File: src/rtl/pulse_sync_mc_pkg.sv
// Shared constants and helpers for the multi-channel pulse synchroniser.
package pulse_sync_mc_pkg;

   localparam int PSM_MIN_STAGES = 2;

   // Width of a counter that must hold values 0..filt_len.
   function automatic int psm_cnt_w(input int filt_len);
      return (filt_len < 1) ? 1 : $clog2(filt_len + 1);
   endfunction

endpackage

File: src/rtl/psm_chain.sv
// One channel of synchroniser flops (s[1]..s[STAGES-1]); the final dout flop
// lives in the top because the optional glitch filter sits in front of it.
module psm_chain
   import pulse_sync_mc_pkg::*;
#(
   parameter int   DEPTH   = 1,
   parameter logic RST_BIT = 1'b0
) (
   input  logic clk,
   input  logic rst_,
   input  logic en_i,
   input  logic din_i,
   output logic q_o
);

   logic [DEPTH-1:0] s_q;

   // NOTE: sequential state uses non-blocking assignments so every flop
   // samples the pre-edge value of its neighbour.
   always_ff @(posedge clk or negedge rst_) begin
      if (!rst_) begin
         s_q <= {DEPTH{RST_BIT}};
      end else if (en_i) begin
         s_q[0] <= din_i;
         for (int i = 1; i < DEPTH; i++) begin
            s_q[i] <= s_q[i-1];
         end
      end
   end

   assign q_o = s_q[DEPTH-1];

endmodule

File: src/rtl/pulse_sync_mc.sv
// CH-channel synchroniser with level, rise/fall pulses and sticky event flags.
// Define PULSE_SYNC_MC_FILTER_EN to add a FILT_LEN-cycle glitch filter before dout.
module pulse_sync_mc
   import pulse_sync_mc_pkg::*;
#(
   parameter int            CH       = 4,
   parameter int            STAGES   = 2,
   parameter logic [CH-1:0] RST_VAL  = {CH{1'b0}},
   parameter int            FILT_LEN = 4
) (
   input  logic          clk,
   input  logic          rst_,
   input  logic          en,
   input  logic [CH-1:0] din,
   input  logic [CH-1:0] clr_evt,
   output logic [CH-1:0] dout,
   output logic [CH-1:0] rise,
   output logic [CH-1:0] fall,
   output logic [CH-1:0] evt,
   output logic          any_evt
);

   if (STAGES < PSM_MIN_STAGES) begin : g_bad_stages
      $error("pulse_sync_mc: STAGES must be at least %0d", PSM_MIN_STAGES);
   end
   if (FILT_LEN < 1) begin : g_bad_filt
      $error("pulse_sync_mc: FILT_LEN must be at least 1");
   end

   logic [CH-1:0] sync_lvl;
   logic [CH-1:0] dout_q, dout_d;
   logic [CH-1:0] rise_q, rise_d, fall_q, fall_d;
   logic [CH-1:0] evt_q, evt_d;

   for (genvar i = 0; i < CH; i++) begin : g_ch
      psm_chain #(
         .DEPTH   (STAGES - 1),
         .RST_BIT (RST_VAL[i])
      ) u_chain (
         .clk   (clk),
         .rst_  (rst_),
         .en_i  (en),
         .din_i (din[i]),
         .q_o   (sync_lvl[i])
      );
   end

`ifdef PULSE_SYNC_MC_FILTER_EN
   localparam int CW = psm_cnt_w(FILT_LEN);

   logic [CW-1:0] cnt_q [CH];
   logic [CW-1:0] cnt_d [CH];

   // The counter holds FILT_LEN disagreeing edges; the next disagreeing edge commits.
   // NOTE: every always_comb output gets a default first, so no path infers a latch.
   always_comb begin
      dout_d = dout_q;
      for (int i = 0; i < CH; i++) begin
         cnt_d[i] = '0;
         if (sync_lvl[i] != dout_q[i]) begin
            if (cnt_q[i] == CW'(FILT_LEN)) begin
               dout_d[i] = sync_lvl[i];
            end else begin
               cnt_d[i] = cnt_q[i] + 1'b1;
            end
         end
      end
   end

   always_ff @(posedge clk or negedge rst_) begin
      if (!rst_) begin
         for (int i = 0; i < CH; i++) cnt_q[i] <= '0;
      end else if (en) begin
         for (int i = 0; i < CH; i++) cnt_q[i] <= cnt_d[i];
      end
   end
`else
   assign dout_d = sync_lvl;
`endif

   assign rise_d = dout_d & ~dout_q;
   assign fall_d = ~dout_d & dout_q;
   // A set in the same edge as a clear wins.
   assign evt_d  = (evt_q & ~clr_evt) | rise_d | fall_d;

   // Pulse flops clear on disabled edges so a masked pulse never reappears.
   always_ff @(posedge clk or negedge rst_) begin
      if (!rst_) begin
         dout_q <= RST_VAL;
         rise_q <= '0;
         fall_q <= '0;
         evt_q  <= '0;
      end else if (en) begin
         dout_q <= dout_d;
         rise_q <= rise_d;
         fall_q <= fall_d;
         evt_q  <= evt_d;
      end else begin
         rise_q <= '0;
         fall_q <= '0;
      end
   end

   assign dout    = dout_q;
   assign rise    = rise_q & {CH{en}};
   assign fall    = fall_q & {CH{en}};
   assign evt     = evt_q;
   assign any_evt = |evt_q;

endmodule

File: config.mk
export PLATFORM = sky130hd
export DESIGN_NAME = pulse_sync_mc
export DESIGN_NICKNAME = d
export VERILOG_FILES = /design/src/rtl/pulse_sync_mc_pkg.sv /design/src/rtl/psm_chain.sv /design/src/rtl/pulse_sync_mc.sv
export SDC_FILE = /design/constraint.sdc
export NUM_CORES = 1
export LEC_CHECK = 0
export CORE_MARGIN = 2
export CORE_UTILIZATION = 46
export CTS_BUF_LIST = sky130_fd_sc_hd__clkbuf_8 sky130_fd_sc_hd__clkbuf_16
export CTS_CLUSTER_DIAMETER = 100
export DETAILED_ROUTE_END_ITERATION = 7
export PLACE_DENSITY = 0.92
export SLEW_MARGIN = 10
export SYNTH_ARGS = -nofsm -noshare
export SYNTH_HDL_FRONTEND = slang
export SYNTH_SLANG_ARGS = --single-unit
export TNS_END_PERCENT = 100
File: constraint.sdc
create_clock -name clk -period 2.4 [get_ports clk]
set_input_delay 0.6 -clock clk [delete_from_list [all_inputs] [get_ports clk]]
set_output_delay 0.6 -clock clk [all_outputs]
set_load 0.1 [all_outputs]
==> key figures, run 1 <==
Critical path
  – Setup CP Type: input pin to output port
  – CP startpoint kind: input pin
  – CP Data Required Time: 1.80 ns
  – CP max FO: 32
  – Crit path depth: 4
  – R2R depth: 2
  – Worst path max stage delay: 0.50 ns
  – CP arrival: 1.68 ns
  – Crit-path cells: clkdlybuf4s50_1 > buf_12 > and2_1 > buf_12
  – Slowest cell on crit path: clkdlybuf4s50_1
  – CP top delay family: buffers and inverters
  – Crit end category: output port
  – Crit-path most repeated cell: buf_12
  – Crit path buf inv count: 3

Synthesis
  – Synthesized cell area: 822 um2
  – Post-synth EDFFs: 0
  – Yosys top cell area share: 60.9%
  – Most area-hungry cell type in the Yosys netlist: dfrtp_1
  – Number of synthesized register bits: 20
  – Async SR Flop Fraction: 100%
  – Mapped Cells: 62
  – Ys flop type: dfrtp_1
  – Ys Warns: 0
  – Top cells by area, synth: dfrtp_1 (61%), mux2_2 (9.6%), and3b_1 (6.4%)
  – Syn Nets: 73
  – Most frequent cell after synthesis: dfrtp_1
  – Commonest cells in the netlist: dfrtp_1 (20), and2_1 (8), mux2_2 (7)
  – Post-synthesis cell type count: 15
  – Sequential-to-total area share from yosys stat: 60.9%
  – Syn_area_per_cell: 13.3 um2

Power
  – Net Switching: 441 uW
  – Peak VDD IR: 0.526 mV
  – Clock network power share: 23.2%
  – Static leakage: 0.596 nW
  – Logic pwr share: 38.7%
  – Switching portion of total power: 40.6%
  – PD cells: 866 nW/um2
  – Share of total power in sequential cells: 38.2%
  – Internal: 647 uW

Job
  – Max-cap viol count: 0

STA
  – Fin crit share: 95.0%
  – Final hold vios: 0
  – Setup TNS: 0 ns
  – Achievable frequency: 439 MHz
  – Tmin final: 2.28 ns
  – Relative slew slack: 81.5%
  – Clk_skew: 0.00420 ns
  – RSZ-0062 raised after global routing: false
  – Finish-stage setup viols: 0
  – Actual slew at the worst max-slew pin: 0.280 ns
  – Slew Limit Fails: 0

Layout
  – Fillcell total: 128
  – Share of cells above drive strength 1: 33.7%
  – Layout Nets: 104
  – Antenna cells: 0
  – Synthesis-to-finish area growth: 52.8%
  – Post-route cell area: 1260 um2

Clocking
  – CTS Root Cell: clkbuf_8
  – Cts repair resizes: 0
  – Clock-pin slew on the worst setup and hold paths: 0.07 ns
  – Worst skew pair latency: 0.25 ns
  – Post-CTS setup buffer count: 0
  – Clock Sinks: 20
  – Hold_buf cts: 0
  – CTS tree: built
  – Num CTS Buffers: 3
  – CTS Buffer Depth: 2
  – H-tree depth: 1

Drt
  – DR WL/cell: 12.5 um
  – Met3 Wirelength: 71 um
  – Vias: 579
  – Top Metal Used: met4
  – Antenna-violating nets left: 0
  – DRT Pass-1 Iters: 4
  – Total Wirelength: 1.47 mm
  – Via density: 4.95
  – M1 wire length: 592 um
  – # DRC: 0
  – Routed wl met2: 792 um
  – Initial DRC count: 11

Floorplanning
  – Die area: 2140 um2
  – Ports: 28
  – Die Y: 46.3 um
  – Die width: 46.3 um
  – Core ar.: 1710 um2
  – Initial core utilization: 48.1%
  – Cell row count: 15

Min path
  – Hold Path Class: flop to flop
  – Hold Path Stages: 1

Global routing
  – GRT Total Usage: 15.3%
  – Grt ovf: 0
  – Largest net degree at the start of global routing: 33
  – Global-route wire length before repair: 2.25 mm
  – Vias in the first global route: 521
  – Initial antenna violation count: 0

Placed design
  – GP Congestion: 0.690
  – Placed cell area: 1200 um2
  – Port Buf Inserts: 27

Run status
  – Status: finished, final reports clean
per-layer routing:
| layer | up-vias | global-route usage, % |
|---|---|---|
| met4 | 0 | 8.57 |
| met3 | 2 | 1.18 |
| met5 | - | 0 |
| li1 | 274 | - |
| met1 | 282 | 19.1 |
| met2 | 21 | 25.8 |
area by class of cell:
cell class,instances,area [um2],area share (%)
Multi-Input combinational cell,38,298,23.7
Timing Repair Buffer,29,368,29.3
Sequential cell,20,500,39.8
Clock buffer,4,55.1,4.38
Inverter,1,3.75,0.299
Tap cell,25,31.3,2.49
path summary, 6_finish.rpt:
check                                         start                  end  slack [ns]
worst max-delay path                             en              rise[1]        0.12
worst min-delay path            dout[2]$_DFFE_PN0P_  rise_q[2]$_DFF_PN0_        0.50
worst max register to register  dout[2]$_DFFE_PN0P_   evt[2]$_DFFE_PN0P_        1.46
worst min register to register  dout[2]$_DFFE_PN0P_  rise_q[2]$_DFF_PN0_        0.50
max in group asynchronous                      rst_  rise_q[1]$_DFF_PN0_        1.51
min in group asynchronous                      rst_  fall_q[0]$_DFF_PN0_        0.68
power by group through the flow:
| stage | logic (mW) | clock network, mW | registers [mW] |
|---|---|---|---|
| 2_1_floorplan | 0.120 | 0 | 0.604 |
| 3_3_place_gp | 0.417 | 0 | 0.421 |
| 3_5_place_dp | 0.422 | 0 | 0.423 |
| 4_1_cts | 0.423 | 0.256 | 0.417 |
| 5_1_grt | 0.436 | 0.263 | 0.422 |
| 6_report | 0.421 | 0.252 | 0.415 |
flip-flops by register name, summed over array words and instances, names as in the netlist:
name / flops
evt: 4
g_ch.u_chain.q_o: 4
rise_q: 4
dout: 4
fall_q: 4
worst register-to-register path, cell delays in order, from the launching register on:
cell and delay [ns]:
dfrtp_1 0.42, xor2_1 0.18, a22o_1 0.23
cells by family (layout without fill, tap and decap cells):
logic type / count (synthesis) / count (layout) / share of synthesized area, %
xor+xnor: 4 / 4 / 4.26
flops: 20 / 20 / 60.9
mux: 7 / 7 / 9.59
buf+inv: 4 / 34 / 3.35
simple gates: 22 / 22 / 17.0
compound gates: 5 / 5 / 4.87
placed cells by master (no fill, tap or decap):
cell type        netlist  final
nor3b_1                1      1
dfrtp_1               20     20
nand2_1                5      5
xor2_1                 4      4
clkbuf_8               0      4
a22o_1                 4      4
mux2_2                 7      7
and2_1                 8      8
clkdlybuf4s50_1        0     10
and3b_1                6      6
buf_12                 0     10
inv_1                  1      1
buf_4                  1      9
nor2_1                 1      1
or4_4                  0      1
o21ai_0                1      1
through the flow:
step                utilization (%)  total power, mW  setup slack, ns  hold slack, ns  cells
global route                   73.6             1.12           0.0676           0.521    117
CTS                            73.6             1.10            0.116           0.510    117
finish                         73.6             1.09            0.121           0.504    117
detailed placement             70.3            0.846            0.121           0.501    113
floorplan                         -            0.723            0.224           0.304     62
global placement               70.3            0.839            0.142           0.479    113
No activity file was read; power rests on OpenSTA's default activity.
==> inputs of run 2 (changes only) <==
--- a/config.mk
+++ b/config.mk
@@ -8,7 +8,7 @@
 export CORE_MARGIN = 2
 export CORE_UTILIZATION = 46
 export CTS_BUF_LIST = sky130_fd_sc_hd__clkbuf_8 sky130_fd_sc_hd__clkbuf_16
-export CTS_CLUSTER_DIAMETER = 100
+export CTS_CLUSTER_DIAMETER = 30
 export DETAILED_ROUTE_END_ITERATION = 7
 export PLACE_DENSITY = 0.92
 export SLEW_MARGIN = 10
==> constraint.sdc (replaced) <==
create_clock -name clk -period 2.94 [get_ports clk]
set_input_delay 0.735 -clock clk [delete_from_list [all_inputs] [get_ports clk]]
set_output_delay 0.735 -clock clk [all_outputs]
set_load 0.1 [all_outputs]
==> key figures, run 2 (synthesis results as in run 1) <==
Power
  – Switching portion of total power: 40.8% (was 40.6%)
  – Internal: 523 uW (was 647 uW)
  – Share of total power in sequential cells: 38.4% (was 38.2%)
  – Logic pwr share: 38.1% (was 38.7%)
  – Static leakage: 0.583 nW (was 0.596 nW)
  – Peak VDD IR: 0.569 mV (was 0.526 mV)
  – PD cells: 717 nW/um2 (was 866 nW/um2)
  – Clock network power share: 23.4% (was 23.2%)
  – Net Switching: 360 uW (was 441 uW)

Global routing
  – Grt ovf: 0 (unchanged)
  – GRT Total Usage: 15.2% (was 15.3%)
  – Vias in the first global route: 525 (was 521)
  – Largest net degree at the start of global routing: 33 (unchanged)
  – Initial antenna violation count: 0 (unchanged)
  – Global-route wire length before repair: 2.12 mm (was 2.25 mm)

Critical path
  – CP max FO: 32 (unchanged)
  – CP top delay family: buffers and inverters (unchanged)
  – CP arrival: 1.80 ns (was 1.68 ns)
  – Setup CP Type: input pin to output port (unchanged)
  – Crit-path most repeated cell: buf_12 (unchanged)
  – CP startpoint kind: input pin (unchanged)
  – Flop-to-flop setup slack: 1.99 ns (was 1.46 ns)
  – Worst path max stage delay: 0.50 ns (about the same)
  – Critical path launch point: en (unchanged)
  – CP Data Required Time: 2.20 ns (was 1.80 ns)
  – Crit-path cells: clkdlybuf4s50_1 > buf_12 > and2_1 > buf_12 (unchanged)
  – Crit path buf inv count: 3 (unchanged)
  – R2R Path Start: dout[2]$_DFFE_PN0P_ (unchanged)
  – R2R depth: 2 (unchanged)
  – Crit end category: output port (unchanged)
  – Slowest cell on crit path: clkdlybuf4s50_1 (unchanged)
  – FF-to-FF End: evt[2]$_DFFE_PN0P_ (unchanged)

STA
  – Tmin final: 2.54 ns
  – Clk_skew: 0.00624 ns (was 0.00420 ns)
  – Setup TNS: 0 ns (unchanged)
  – Final hold vios: 0 (unchanged)
  – Relative slew slack: 43.5% (was 81.5%)
  – Actual slew at the worst max-slew pin: 0.844 ns (was 0.280 ns)
  – RSZ-0062 raised after global routing: false (unchanged)
  – Final setup margin: 0.401 ns (was 0.121 ns)
  – Slew Limit Fails: 0 (unchanged)
  – Fin crit share: 86.4%
  – Achievable frequency: 394 MHz
  – Finish-stage setup viols: 0 (unchanged)
  – WHS: 0.509 ns (was 0.504 ns)

Floorplanning
  – Initial core utilization: 48.1% (unchanged)
  – Cell row count: 15 (unchanged)
  – Core ar.: 1710 um2 (unchanged)
  – Die area: 2140 um2 (unchanged)
  – Die width: 46.3 um (unchanged)
  – Ports: 28 (unchanged)
  – Die Y: 46.3 um (unchanged)

Clocking
  – CTS Buffer Depth: 2 (unchanged)
  – Cts repair resizes: 0 (unchanged)
  – Clock-pin slew on the worst setup and hold paths: 0.07 ns (about the same)
  – CTS Root Cell: clkbuf_8 (unchanged)
  – Worst skew pair latency: 0.26 ns (was 0.25 ns)
  – H-tree depth: 1 (unchanged)
  – Clock Sinks: 20 (unchanged)
  – Num CTS Buffers: 3 (unchanged)
  – CTS tree: built (unchanged)
  – Post-CTS setup buffer count: 0 (unchanged)
  – Hold_buf cts: 0 (unchanged)

Min path
  – HP Start: dout[2]$_DFFE_PN0P_ (unchanged)
  – Hold Path End: rise_q[2]$_DFF_PN0_ (unchanged)
  – Hold Path Stages: 1 (unchanged)
  – Hold Path Class: flop to flop (unchanged)

Drt
  – Antenna-violating nets left: 0 (unchanged)
  – Initial DRC count: 0 (was 11)
  – DR WL/cell: 12.8 um (was 12.5 um)
  – Via density: 4.78 (was 4.95)
  – Vias: 555 (was 579)
  – Total Wirelength: 1.48 mm (was 1.47 mm)
  – # DRC: 0 (unchanged)
  – DRT Pass-1 Iters: 1 (was 4)

Layout
  – Antenna cells: 0 (unchanged)
  – Non-Filler Instances: 116 (was 117)
  – Fillcell total: 121 (was 128)
  – Share of cells above drive strength 1: 31.9% (was 33.7%)
  – Final Core Density: 72.2% (was 73.6%)
  – Commonest non-fill, non-tap cell in the layout: dfrtp_1 (unchanged)
  – Synthesis-to-finish area growth: 49.9% (was 52.8%)
  – Commonest non-fill, non-tap cells in the layout: dfrtp_1 (20), clkdlybuf4s50_1 (10), buf_12 (9), buf_4 (9), and2_1 (8) (was dfrtp_1 (20), clkdlybuf4s50_1 (10), buf_12 (10), buf_4 (9), and2_1 (8))
  – Layout Nets: 103 (was 104)

Placed design
  – HPWL after DPL: 1.10 mm
  – GP Congestion: 0.618 (was 0.690)
  – Port Buf Inserts: 27 (unchanged)
  – Cells after DPL: 112 (was 113)
  – Setup slack at placement: 0.397 ns (was 0.121 ns)

Run status
  – Status: finished, final reports clean (unchanged)

Job
  – Max-cap viol count: 0 (unchanged)
==> run 2: cell types whose count changed in the layout (fill, tap and decap cells not counted) <==
cell    change
buf_12      -1
or4_1       +1
or4_4       -1
==> run 2: metal layers <==
| layer | GRT usage (%) | routed length, um | vias up |
|---|---|---|---|
| met5 | 0 | 0 | - |
| li1 | - | - | 268 |
| met1 | 14.9 | 562 | 264 |
| met3 | 5.88 | 78 | 4 |
| met2 | 25.8 | 788 | 19 |
| met4 | 10.9 | 52 | 0 |
==> run 2: cell type report <==
type                       instances  area [um2]  area share, %
inverter                           1        3.75          0.305
timing repair buffer              28         348           28.2
sequential                        20         500           40.6
multi-input combinational         38         294           23.9
tap                               25        31.3           2.54
clock buffer                       4        55.1           4.47
==> run 2: per-stage QoR <==
stage          area [um2]  total power, mW
2_1_floorplan         822            0.589
3_3_place_gp         1180            0.677
3_5_place_dp         1180            0.684
4_1_cts              1230            0.892
5_1_grt              1230            0.912
6_report             1230            0.884
==> run 2: power by group through the flow <==
stage	registers [mW]	clock network [mW]	logic, mW
after floorplan	0.492	0	0.0965
after global placement	0.342	0	0.335
after detailed placement	0.345	0	0.339
after CTS	0.340	0.213	0.339
after global routing	0.344	0.220	0.348
final	0.340	0.207	0.337
==> run 2: how the worst max path moves through the flow <==
stage,to,slack (ns),cells past startpoint
2_1_floorplan,any_evt,0.39,1
3_3_place_gp,fall[1],0.41,4
3_5_place_dp,rise[1],0.40,4
4_1_cts,rise[1],0.40,4
5_1_grt,rise[0],0.34,4
6_report,rise[1],0.40,4
==> inputs of run 3 (changes only) <==
--- a/config.mk
+++ b/config.mk
@@ -5,12 +5,13 @@
 export SDC_FILE = /design/constraint.sdc
 export NUM_CORES = 1
 export LEC_CHECK = 0
+export CORE_ASPECT_RATIO = 1.4
 export CORE_MARGIN = 2
-export CORE_UTILIZATION = 46
+export CORE_UTILIZATION = 39
 export CTS_BUF_LIST = sky130_fd_sc_hd__clkbuf_8 sky130_fd_sc_hd__clkbuf_16
 export CTS_CLUSTER_DIAMETER = 30
 export DETAILED_ROUTE_END_ITERATION = 7
-export PLACE_DENSITY = 0.92
+export PLACE_DENSITY = 0.84
 export SLEW_MARGIN = 10
 export SYNTH_ARGS = -nofsm -noshare
 export SYNTH_HDL_FRONTEND = slang
==> constraint.sdc (replaced) <==
create_clock -name clk -period 2.3 [get_ports clk]
set_input_delay 0.575 -clock clk [delete_from_list [all_inputs] [get_ports clk]]
set_output_delay 0.575 -clock clk [all_outputs]
set_load 0.1 [all_outputs]
==> key figures, run 3 (synthesis results as in run 1) <==
Placed design
  – Port Buf Inserts: 27 (unchanged)
  – HPWL after DPL: 1.14 mm (was 1.10 mm)
  – Setup slack at placement: 0.148 ns (was 0.397 ns)
  – GP Congestion: 0.771 (was 0.618)

Critical path
  – Crit end category: output port (unchanged)
  – R2R Path Start: dout[1]$_DFFE_PN0P_ (was dout[2]$_DFFE_PN0P_)
  – Flop-to-flop setup slack: 1.34 ns (was 1.99 ns)
  – Critical path launch point: en (unchanged)
  – CP startpoint kind: input pin (unchanged)
  – CP Data Required Time: 1.73 ns (was 2.20 ns)
  – CP max FO: 16 (was 32)
  – CP arrival: 1.57 ns (was 1.80 ns)
  – Setup CP Type: input pin to output port (unchanged)

Clocking
  – Clock Sinks: 20 (unchanged)
  – Clock-pin slew on the worst setup and hold paths: 0.07 ns (about the same)
  – CTS tree: built (unchanged)
  – Hold_buf cts: 0 (unchanged)
  – CTS Buffer Depth: 2 (unchanged)
  – Num CTS Buffers: 3 (unchanged)
  – CTS Root Cell: clkbuf_8 (unchanged)
  – Post-CTS setup buffer count: 0 (unchanged)
  – Worst skew pair latency: 0.26 ns (about the same)
  – H-tree depth: 1 (unchanged)
  – Cts repair resizes: 0 (unchanged)

Drt
  – DR WL/cell: 12.5 um (was 12.8 um)
  – Antenna-violating nets left: 0 (unchanged)
  – Total Wirelength: 1.44 mm (was 1.48 mm)
  – Vias: 568 (was 555)
  – # DRC: 0 (unchanged)
  – Via density: 4.94 (was 4.78)
  – Initial DRC count: 8 (was 0)
  – DRT Pass-1 Iters: 4 (was 1)

STA
  – RSZ-0062 raised after global routing: false (unchanged)
  – Final setup margin: 0.156 ns (was 0.401 ns)
  – Relative slew slack: 81.3% (was 43.5%)
  – Final hold vios: 0 (unchanged)
  – Fin crit share: 93.2%
  – Clk_skew: 0.00396 ns (was 0.00624 ns)
  – Actual slew at the worst max-slew pin: 0.282 ns (was 0.844 ns)
  – Slew Limit Fails: 0 (unchanged)
  – Setup TNS: 0 ns (unchanged)
  – Finish-stage setup viols: 0 (unchanged)
  – Tmin final: 2.14 ns
  – Achievable frequency: 466 MHz

Floorplanning
  – Core ar.: 1970 um2 (was 1710 um2)
  – Ports: 28 (unchanged)
  – Cell row count: 19 (was 15)
  – Die width: 42.8 um (was 46.3 um)
  – Die Y: 58.3 um (was 46.3 um)
  – Die area: 2500 um2 (was 2140 um2)
  – Initial core utilization: 41.7% (was 48.1%)

Power
  – PD cells: 908 nW/um2 (was 717 nW/um2)
  – PnR Total Power: 1.14 mW (was 884 uW)
  – Static leakage: 0.601 nW (was 0.583 nW)
  – Peak VDD IR: 0.695 mV (was 0.569 mV)

Min path
  – HP Start: g_ch[2].u_chain.q_o$_DFFE_PN0P_ (was dout[2]$_DFFE_PN0P_)
  – Hold Path Class: flop to flop (unchanged)

Global routing
  – Vias in the first global route: 520 (was 525)
  – Global-route wire length before repair: 2.42 mm (was 2.12 mm)
  – Largest net degree at the start of global routing: 21 (was 33)
  – Grt ovf: 0 (unchanged)
  – Initial antenna violation count: 0 (unchanged)
  – GRT Total Usage: 13.6% (was 15.2%)

Layout
  – Final Core Density: 63.5% (was 72.2%)
  – Commonest non-fill, non-tap cell in the layout: dfrtp_1 (unchanged)
  – Synthesis-to-finish area growth: 52.5% (was 49.9%)
  – Fillcell total: 144 (was 121)
  – Commonest non-fill, non-tap cells in the layout: dfrtp_1 (20), buf_4 (12), clkdlybuf4s50_1 (10), buf_12 (9), and2_1 (8) (was dfrtp_1 (20), clkdlybuf4s50_1 (10), buf_12 (9), buf_4 (9), and2_1 (8))
  – Antenna cells: 0 (unchanged)
  – Share of cells above drive strength 1: 35.1% (was 31.9%)
  – Layout Nets: 106 (was 103)

Run status
  – Status: finished, final reports clean (unchanged)

Job
  – Max-cap viol count: 0 (unchanged)
[run 3: power breakdown]
part           switching (mW)  internal [mW]
combinational           0.313          0.127
clock                   0.110          0.152
sequential             0.0393          0.396
[run 3: layout make-up]
type | count | area [um2] | share of cell area (%)
clock buffer | 4 | 55.1 | 4.39
tap | 21 | 26.3 | 2.10
inverter | 1 | 3.75 | 0.299
sequential | 20 | 500 | 39.9
multi-input combinational | 38 | 298 | 23.8
timing repair buffer | 31 | 370 | 29.5
[run 3: final timing paths]
| path | end | depth (start not counted) |
|---|---|---|
| max | rise[2] | 4 |
| min | fall_q[2]$_DFF_PN0_ | 1 |
| max reg2reg | evt[1]$_DFFE_PN0P_ | 2 |
| min reg2reg | fall_q[2]$_DFF_PN0_ | 1 |
| max in group asynchronous | dout[0]$_DFFE_PN0P_ | 2 |
| min in group asynchronous | evt[2]$_DFFE_PN0P_ | 2 |
[run 3: per-layer routing]
metal | GRT usage [%] | vias up | part of all wire [%]
met4 | 12.1 | 0 | 4.2
met1 | 15.5 | 267 | 40
li1 | - | 273 | -
met3 | 2.76 | 5 | 5.0
met2 | 21.4 | 23 | 50
met5 | 0 | - | 0
[run 3: critical path: stages]
cell,delay (ns)
clkdlybuf4s50_1,0.45
buf_4,0.17
and2_1,0.19
buf_12,0.18
[run 3: stage by stage]
stage	hold slack [ns]	cells	cell area, um2
2_1_floorplan	0.279	62	826
3_3_place_gp	0.478	111	1200
3_5_place_dp	0.501	111	1200
4_1_cts	0.512	115	1250
5_1_grt	0.530	115	1250
6_report	0.509	115	1250
